`config.mk`:
```
export PLATFORM = sky130hd
export DESIGN_NAME = ula_seq_ctrl
export DESIGN_NICKNAME = d
export VERILOG_FILES = /design/src/rtl/ula_seq_ctrl.sv
export SDC_FILE = /design/constraint.sdc
export NUM_CORES = 1
export LEC_CHECK = 0
export CORE_ASPECT_RATIO = 1.25
export CORE_MARGIN = 8
export CORE_UTILIZATION = 45
export CTS_CLUSTER_DIAMETER = 40
export DETAILED_ROUTE_END_ITERATION = 12
export PLACE_DENSITY = 0.71
export SYNTH_ARGS = -nofsm -noshare
export SYNTH_HDL_FRONTEND = slang
export SYNTH_SLANG_ARGS = --single-unit
export TNS_END_PERCENT = 10
```
`constraint.sdc`:
```
create_clock -name clk -period 6.22 [get_ports clk]
set_input_delay 1.244 -clock clk [delete_from_list [all_inputs] [get_ports clk]]
set_output_delay 1.244 -clock clk [all_outputs]
set_load 0.01 [all_outputs]
```
`src/rtl/ula_seq_ctrl.sv`:
```
// Nibble-serial ALU controller: one 4-bit 74181-style ALU is time-shared over
// the operand nibbles, least significant first, with a registered ripple carry.

module ULA_74181 #(
    parameter int WIDTH = 4
) (
    input  logic [WIDTH-1:0] a,
    input  logic [WIDTH-1:0] b,
    input  logic [3:0]       s,
    input  logic             m,
    input  logic             cn,
    output logic [WIDTH-1:0] f,
    output logic             cn4,
    output logic             aeqb
);
    logic [WIDTH-1:0] x, y, lf;
    logic [WIDTH:0]   sum;

    // Arithmetic mode: F = X plus Y plus carry, where cn is active low
    // (cn=0 adds one) and cn4 is the active-high carry out of the nibble.
    always_comb begin
        x = a;
        y = '0;
        case (s[3:2])
            2'b00:   x = a;
            2'b01:   x = a & b;
            2'b10:   x = a | ~b;
            default: x = a;
        endcase
        case (s[1:0])
            2'b00:   y = '0;
            2'b01:   y = b;
            2'b10:   y = ~b;
            default: y = '1;
        endcase
        sum = {1'b0, x} + {1'b0, y} + {{WIDTH{1'b0}}, ~cn};
    end

    always_comb begin
        lf = '0;
        case (s)
            4'h0:    lf = ~a;
            4'h1:    lf = ~(a | b);
            4'h2:    lf = ~a & b;
            4'h3:    lf = '0;
            4'h4:    lf = ~(a & b);
            4'h5:    lf = ~b;
            4'h6:    lf = a ^ b;
            4'h7:    lf = a & ~b;
            4'h8:    lf = ~a | b;
            4'h9:    lf = ~(a ^ b);
            4'hA:    lf = b;
            4'hB:    lf = a & b;
            4'hC:    lf = '1;
            4'hD:    lf = a | ~b;
            4'hE:    lf = a | b;
            default: lf = a;
        endcase
    end

    assign f    = m ? lf : sum[WIDTH-1:0];
    assign cn4  = m ? 1'b0 : sum[WIDTH];
    assign aeqb = (a == b);
endmodule

module ula_seq_ctrl #(
    parameter int NIBBLES = 4
) (
    input  logic                 clk,
    input  logic                 rst,
    input  logic                 start,
    input  logic                 op_m,
    input  logic [3:0]           op_s,
    input  logic                 cin,
    input  logic [4*NIBBLES-1:0] a,
    input  logic [4*NIBBLES-1:0] b,
    output logic                 busy,
    output logic                 done,
    output logic [4*NIBBLES-1:0] result,
    output logic                 cout,
    output logic                 aeqb,
    output logic                 zero
);
    localparam int W  = 4 * NIBBLES;
    localparam int IW = (NIBBLES > 1) ? $clog2(NIBBLES) : 1;

    typedef enum logic [1:0] {IDLE, RUN, DONE} state_t;

    state_t          state, state_next;
    logic [W-1:0]    a_q, b_q, result_next;
    logic            m_q, cin_q, carry, eq_acc;
    logic [3:0]      s_q;
    logic [IW-1:0]   idx;
    logic [3:0]      alu_f;
    logic            alu_cn4, alu_aeqb, last_nibble;

    ULA_74181 #(.WIDTH(4)) u_alu (
        .a    (a_q[4*idx +: 4]),
        .b    (b_q[4*idx +: 4]),
        .s    (s_q),
        .m    (m_q),
        .cn   (carry),
        .f    (alu_f),
        .cn4  (alu_cn4),
        .aeqb (alu_aeqb)
    );

    assign last_nibble = (idx == IW'(NIBBLES - 1));
    assign busy        = (state == RUN);
    assign done        = (state == DONE);

    always_ff @(posedge clk or posedge rst) begin
        if (rst) state <= IDLE;
        else     state <= state_next;
    end

    always_comb begin
        state_next = state;
        case (state)
            IDLE:    if (start) state_next = RUN;
            RUN:     if (last_nibble) state_next = DONE;
            default: state_next = IDLE;
        endcase
    end

    // Result with the current nibble merged in, so zero sees the complete word.
    always_comb begin
        result_next = result;
        result_next[4*idx +: 4] = alu_f;
    end

    always_ff @(posedge clk or posedge rst) begin
        if (rst) begin
            a_q    <= '0;
            b_q    <= '0;
            m_q    <= 1'b0;
            s_q    <= '0;
            cin_q  <= 1'b0;
            carry  <= 1'b0;
            eq_acc <= 1'b0;
            idx    <= '0;
            result <= '0;
            cout   <= 1'b0;
            aeqb   <= 1'b0;
            zero   <= 1'b0;
        end else if (state == IDLE && start) begin
            a_q    <= a;
            b_q    <= b;
            m_q    <= op_m;
            s_q    <= op_s;
            cin_q  <= cin;
            carry  <= cin;
            eq_acc <= 1'b1;
            idx    <= '0;
            result <= '0;
            cout   <= 1'b0;
            aeqb   <= 1'b0;
            zero   <= 1'b0;
        end else if (state == RUN) begin
            result <= result_next;
            eq_acc <= eq_acc & alu_aeqb;
            carry  <= m_q ? cin_q : ~alu_cn4;
            idx    <= idx + IW'(1);
            // Flags land on the same edge that moves the FSM into DONE.
            if (last_nibble) begin
                cout <= m_q ? 1'b0 : alu_cn4;
                aeqb <= eq_acc & alu_aeqb;
                zero <= (result_next == '0);
            end
        end
    end
endmodule

```
* Yosys cells after proc, flatten, opt, wreduce, memory -nomap -nowiden *
Index checks and enable logic that the tools add are counted.
W data, S select, Z words.

cells by class
  add/sub/neg operators = 4
  eq/ne operators = 24
  shift-type cells = 4
  multiplexer cells = 28
  bitwise logic cells = 15
  reductions and logical operators = 9

operator list
  kind                       number
  $pmux W4 S15               1
  $neg A4 Y34                1
  $shift A4 B34 Y16 const A  1
  $shiftx A4 B34 Y16         1
  $mux W16                   2
  $shiftx A16 B5 Y4          2
  $eq A4 B4 Y1 const B       7
  $not A4 Y4                 5
  $bwmux W16                 1
  $eq A4 B3 Y1 const B       4
  $logic_not A16 Y1          1
  $mux W1                    16
  $and A4 B4 Y4              3
  $or A4 B4 Y4               3
  $pmux W4 S3                1
  $eq A2 B2 Y1 const B       4
  $eq A4 B2 Y1 const B       2
  $mux W2                    4
  $pmux W4 S2                1
  $eq A2 B1 Y1 const B       3
  $add A4 B4 Y5              1
  $add A5 B1 Y5              1
  $eq A4 B1 Y1 const B       1
  $eq A4 B4 Y1               1
  13 further kinds           17

storage, ports and cells
  flip-flop bits (word level) = 63
  bits of input ports = 41
  output and inout bits = 21
  word-level logic and storage cells = 97

* Depth between registers and ports, before layout *
  depth after elaboration = 13
  depth in mapped cells = 16
  gate-level depth less buffers = 15

* Hierarchy *
From an unflattened synthesis, not the netlist that was laid out.

second synthesis, totals
  cell total of the unflattened synthesis = 447
  area total of the unflattened synthesis = 4,057.6 um^2

modules (own cells, without submodules)
  module        instances  cells an instance  area an instance (um^2)  seq. area each (um^2)
  ula_seq_ctrl  1          288                2,912.8                  1,576.5
  ULA_74181     1          159                1,144.8                  0.0

* Worst setup path before layout *
Ideal clock, no wire load.

  path kind = flip-flop to flip-flop
  start point = reg idx[0]
  end point = reg zero
  library setup time = 0.073 ns
  arrival = 3.579 ns
  data required time = 6.147 ns
  setup slack = 2.568 ns
  cell stages (with the launch flop) = 15
  path buffers = 0
  clock period less this slack = 3.652 ns
  path through = dfrtp_1 > mux4_2 > ha_1 > o211ai_1 > o21ai_0 > fa_1 > fa_1 > nor2b_1 > nor3_1 > nor4_1 > o211ai_1 > o21ai_2 > nand2_1 > a221o_1 > a2bb2oi_2

between the ends
  longest elaborated chain between the ends = 13
  elaborated cells on any way between the ends = 31
  those cells by class = 3 x add/sub; 1 x eq/ne; 4 x shift; 8 x mux; 12 x bitwise; 3 x reduce/logical

RTL lines
  element                   RTL line  text
  start: declaration        93        logic [IW-1:0] idx;
  start signal: assignment  163       idx <= idx + IW'(1);
  $shiftx A16 B5 Y4         99        .b (b_q[4*idx +: 4]),
  $not A4 Y4                -
  $or A4 B4 Y4              27, 55
  $pmux W4 S2               24        case (s[3:2])
  $add A4 B4 Y5             36        sum = {1'b0, x} + {1'b0, y} + {{WIDTH{1'b0}}, ~cn};
  $add A5 B1 Y5             36
  $mux W4                   61        assign f = m ? lf : sum[WIDTH-1:0];
  $shiftx A4 B34 Y16        129       result_next[4*idx +: 4] = alu_f;
  $bwmux W16                129
  $logic_not A16 Y1         168       zero <= (result_next == '0);
  $mux W1                   165       if (last_nibble) begin
  $mux W1                   159       end else if (state == RUN) begin
  $mux W1                   146       end else if (state == IDLE && start) begin
  end signal: assignment    168
  end: declaration          82        output logic zero

Several ways; a longest one is shown, not always the timed one. The select of a mux whose other input is x is not followed.
A chain may end at the register's enable or synchronous reset.

* Worst setup path after layout *
Ends and elaborated chain as after synthesis.

==> implementation parameters <==
Parameter                              Value

Cells and area
  Final Net Count ... around 520
  Layout area overhead ... 22.7%
  Proportion of layout cells with a drive suffix above 1 ... around 17%
  Final design utilization ... 56.8%
  N_diodes ... 0
  Number of standard cells in the final layout excluding fillers ... ~570

Worst setup path
  Ordered list of cells on the worst path ... mux4_2 -> ha_1 -> o211ai_1 -> o21ai_0 -> fa_1 -> fa_1 -> nor2b_1 -> nor3_1 -> nor4_1 -> o211ai_1 -> o21ai_2 -> o21ai_0 -> a21boi_0 -> a2bb2oi_2
  Required time of the critical path ... between 6000 and 7000 ps
  Element type at the critical path start ... flip-flop
  Max stage delay cell, worst path ... sky130_fd_sc_hd__dfrtp_1
  Class of the most critical setup path ... reg2reg
  Worst endpoint data arrival time ... 4760 ps
  Kind of capture point of the worst setup path ... flip-flop
  Maximum fanout count along the critical path ... 16
  Largest stage delay on the critical path ... about 810 ps

Routing
  Count of antenna-violating nets left after detailed routing ... 0
  First-iteration detailed-routing DRC count ... roughly 220
  Total number of vias ... ~3300
  Pre-antenna DRT Iters ... 4
  Detailed-route vias per instance ... between 5 and 6
  DRC violations left ... 0
  Routed wirelength normalized by instance count ... between 15 and 20 um
  Final Routed Wirelength ... 10300 um

Timing
  Worst slew margin relative to its limit ... 47.7%
  Final number of setup-violating endpoints ... 0
  Clock Skew ... 7.22 ps
  Final number of max-transition violations ... 0
  Total Negative Setup Slacks ... 0 ps
  Post-route clock period utilization ... between 70% and 80%
  Maximum achievable frequency ... 0.223 GHz
  RSZ-0062 raised after global routing ... no
  Worst slew pin tran ... roughly 790 ps
  Final WS setup ... 1740 ps
  Time the final worst path needs with I/O delays and setup ... between 4000 and 5000 ps
  Count of endpoints failing hold in the final timing report ... 0

Outcome
  Run status ... complete, no violations

Placed design
  Port buffer count ... 61
  Placed cell count ... roughly 560
  Pre-CTS setup slack ... approximately 1800 ps
  HPWL after detailed placement ... around 7600 um
  RD Place Congestion ... between 0.8 and 0.9

Synthesis
  Cell area after technology mapping ... 4000 sq um
  Post-synthesis sequential area ratio ... between 30% and 40%
  Leading post-synthesis cells by instance count ... sky130_fd_sc_hd__dfrtp_1, sky130_fd_sc_hd__o21ai_0, sky130_fd_sc_hd__mux2_2
  Post-synthesis cell type count ... 63
  Number of warnings issued by yosys ... 0
  Post-Syn Area per Cell ... between 10 and 15 sq um
  Post-synth net total ... 466
  Area contributors post-synth ... sky130_fd_sc_hd__dfrtp_1, sky130_fd_sc_hd__mux2_2, sky130_fd_sc_hd__ha_1
  Number of synthesized flops with an enable pin ... 0
  Post-synthesis instance total ... ~390
  Most common cell in the synthesized netlist ... sky130_fd_sc_hd__dfrtp_1
  Area share of the largest cell type after synthesis ... 39.4%
  Most common flop cell mapped by yosys ... sky130_fd_sc_hd__dfrtp_1
  Cell taking the most area after synthesis ... sky130_fd_sc_hd__dfrtp_1
  Fraction of synthesis flops using an asynchronous set or reset pin ... 100%
  Number of storage elements in the synthesis netlist ... 63

Die
  Area of the placeable core ... 8650 sq um
  Die boundary width ... roughly 100 um
  Die Y ... about 120 um
  Total die area ... ~12000 sq um
  I/O pin cnt ... between 60 and 70
  Cell row count ... 38
  Starting Density ... between 40% and 50%

Clock tree
  Worst-path clk slew ... about 80 ps
  Count of hold buffers inserted by post-cts repair ... 0
  TritonCTS clock tree ... built
  Number of buffers inserted to repair setup after CTS ... 0
  TritonCTS buffer count ... 9
  Library cell used as clock root buffer ... sky130_fd_sc_hd__clkbuf_8
  Number of H-tree levels ... 3
  Maximum buffer depth of the clock tree ... 2
  Clock latency on the worst-skew pair ... 340 ps
  Clock sink count ... 63
  Count of instances resized after the clock tree is built ... 0

Flow run
  Max cap viols ... 0

Pwr
  Power per standard cell area ... 654 nW/um^2
  Peak ir drop on the vdd network ... 0.300 mV
  Total leakage power ... 0.00203 uW

Global route
  Global-route wire length before repair ... 17200 um
  Overall overflow remaining after global route ... 0
  Total track usage ... 17.7%
  Antenna violations before repair ... 0
  Vias in the first global route ... 3483
  Maximum number of pins on one net before global-route repair ... 64

Min path
  Kind of path behind the tightest hold check ... reg2reg
## registers in the layout (all words and copies together) (netlist names)
register / cells
a_q: 16
eq_acc: 1
idx: 2
b_q: 16
state: 2
cout: 1
carry: 1
s_q: 4
result: 16
cin_q: 1
aeqb: 1
zero: 1
m_q: 1
## report_power, final
| group | internal (uW) | leakage [uW] | switching, uW | total [uW] |
|---|---|---|---|---|
| Combinational | 885 | 0.00114 | 1170 | 2060 |
| Sequential | 586 | 0.000785 | 168 | 753 |
| Clock | 238 | 0.000109 | 169 | 408 |
| Total | 1710 | 0.00203 | 1510 | 3220 |
## critical path: cells and delay by family, from the launching register on
| family | cells | cell delay, ps |
|---|---|---|
| AND/OR/NAND/NOR | 3 | 530 |
| flip-flops | 1 | 810 |
| adder cells (fa/ha/maj) | 3 | 1140 |
| AO/OA/AOI/OAI | 7 | 1250 |
| multiplexers | 1 | 690 |
## metal layers
metal / vias to the layer above / GRT usage [%] / part of all wire (%)
met2: 118 / 29.5 / 50
met3: 20 / 4.13 / 5.9
li1: 1547 / - / -
met4: 0 / 7.87 / 2.2
met5: - / 0 / 0
met1: 1648 / 21.0 / 42
## worst paths after layout
path	start	endpoint	slack, ps	cells after the start
max	idx[0]$_DFFE_PP0P_	zero$_DFFE_PP0P_	1740	14
min in group asynchronous	rst	b_q[13]$_DFFE_PP0P_	1440	3
min	a_q[11]$_DFFE_PP0P_	a_q[11]$_DFFE_PP0P_	500	1
min reg2reg	a_q[11]$_DFFE_PP0P_	a_q[11]$_DFFE_PP0P_	500	1
max in group asynchronous	rst	a_q[4]$_DFFE_PP0P_	4270	3
max reg2reg	idx[0]$_DFFE_PP0P_	zero$_DFFE_PP0P_	1740	14
## cell families after synthesis
logic type | after synthesis | share of synthesized area (%)
buffers and inverters | 47 | 5.22
AND/OR/NAND/NOR | 104 | 12.6
XOR/XNOR | 1 | 0.219
AO/OA/AOI/OAI | 103 | 17.7
multiplexers | 45 | 14.8
flip-flops | 63 | 39.4
adder cells (fa/ha/maj) | 31 | 10.1
## placed cells by master, fill, tap and decap left out, drive strengths merged, types with 3 or more instances in the layout
cell	n
dfrtp	63
inv	28
a21boi	3
mux2	35
o221ai	4
a22o	3
nand4	4
o22ai	3
o211ai	6
a22oi	3
nand2	33
a221oi	3
mux4	8
nand2b	8
nor2b	5
nor3	8
nand3b	3
a21oi	12
ha	29
nor4	4
nor2	21
buf	3
nand3	8
o21ai	43
clkbuf	10
clkdlybuf4s50	61
## final cells by class
type	instances	area [sq um]
clock buffer	10	138
clock inverter	6	92.6
fill	776	3740
inverter	27	101
multi-input combinational	284	2220
sequential	63	1580
tap	120	150
timing repair buffer	64	633
## per-stage QoR
stage / total power [uW] / hold WS (ps) / cell area (sq um)
floorplan: 2250 / 466 / 4000
global placement: 2740 / 486 / 4680
detailed placement: 2790 / 493 / 4680
CTS: 3210 / 510 / 4910
global route: 3480 / 527 / 4910
finish: 3220 / 505 / 4910
(Power assumes the default switching activity.)
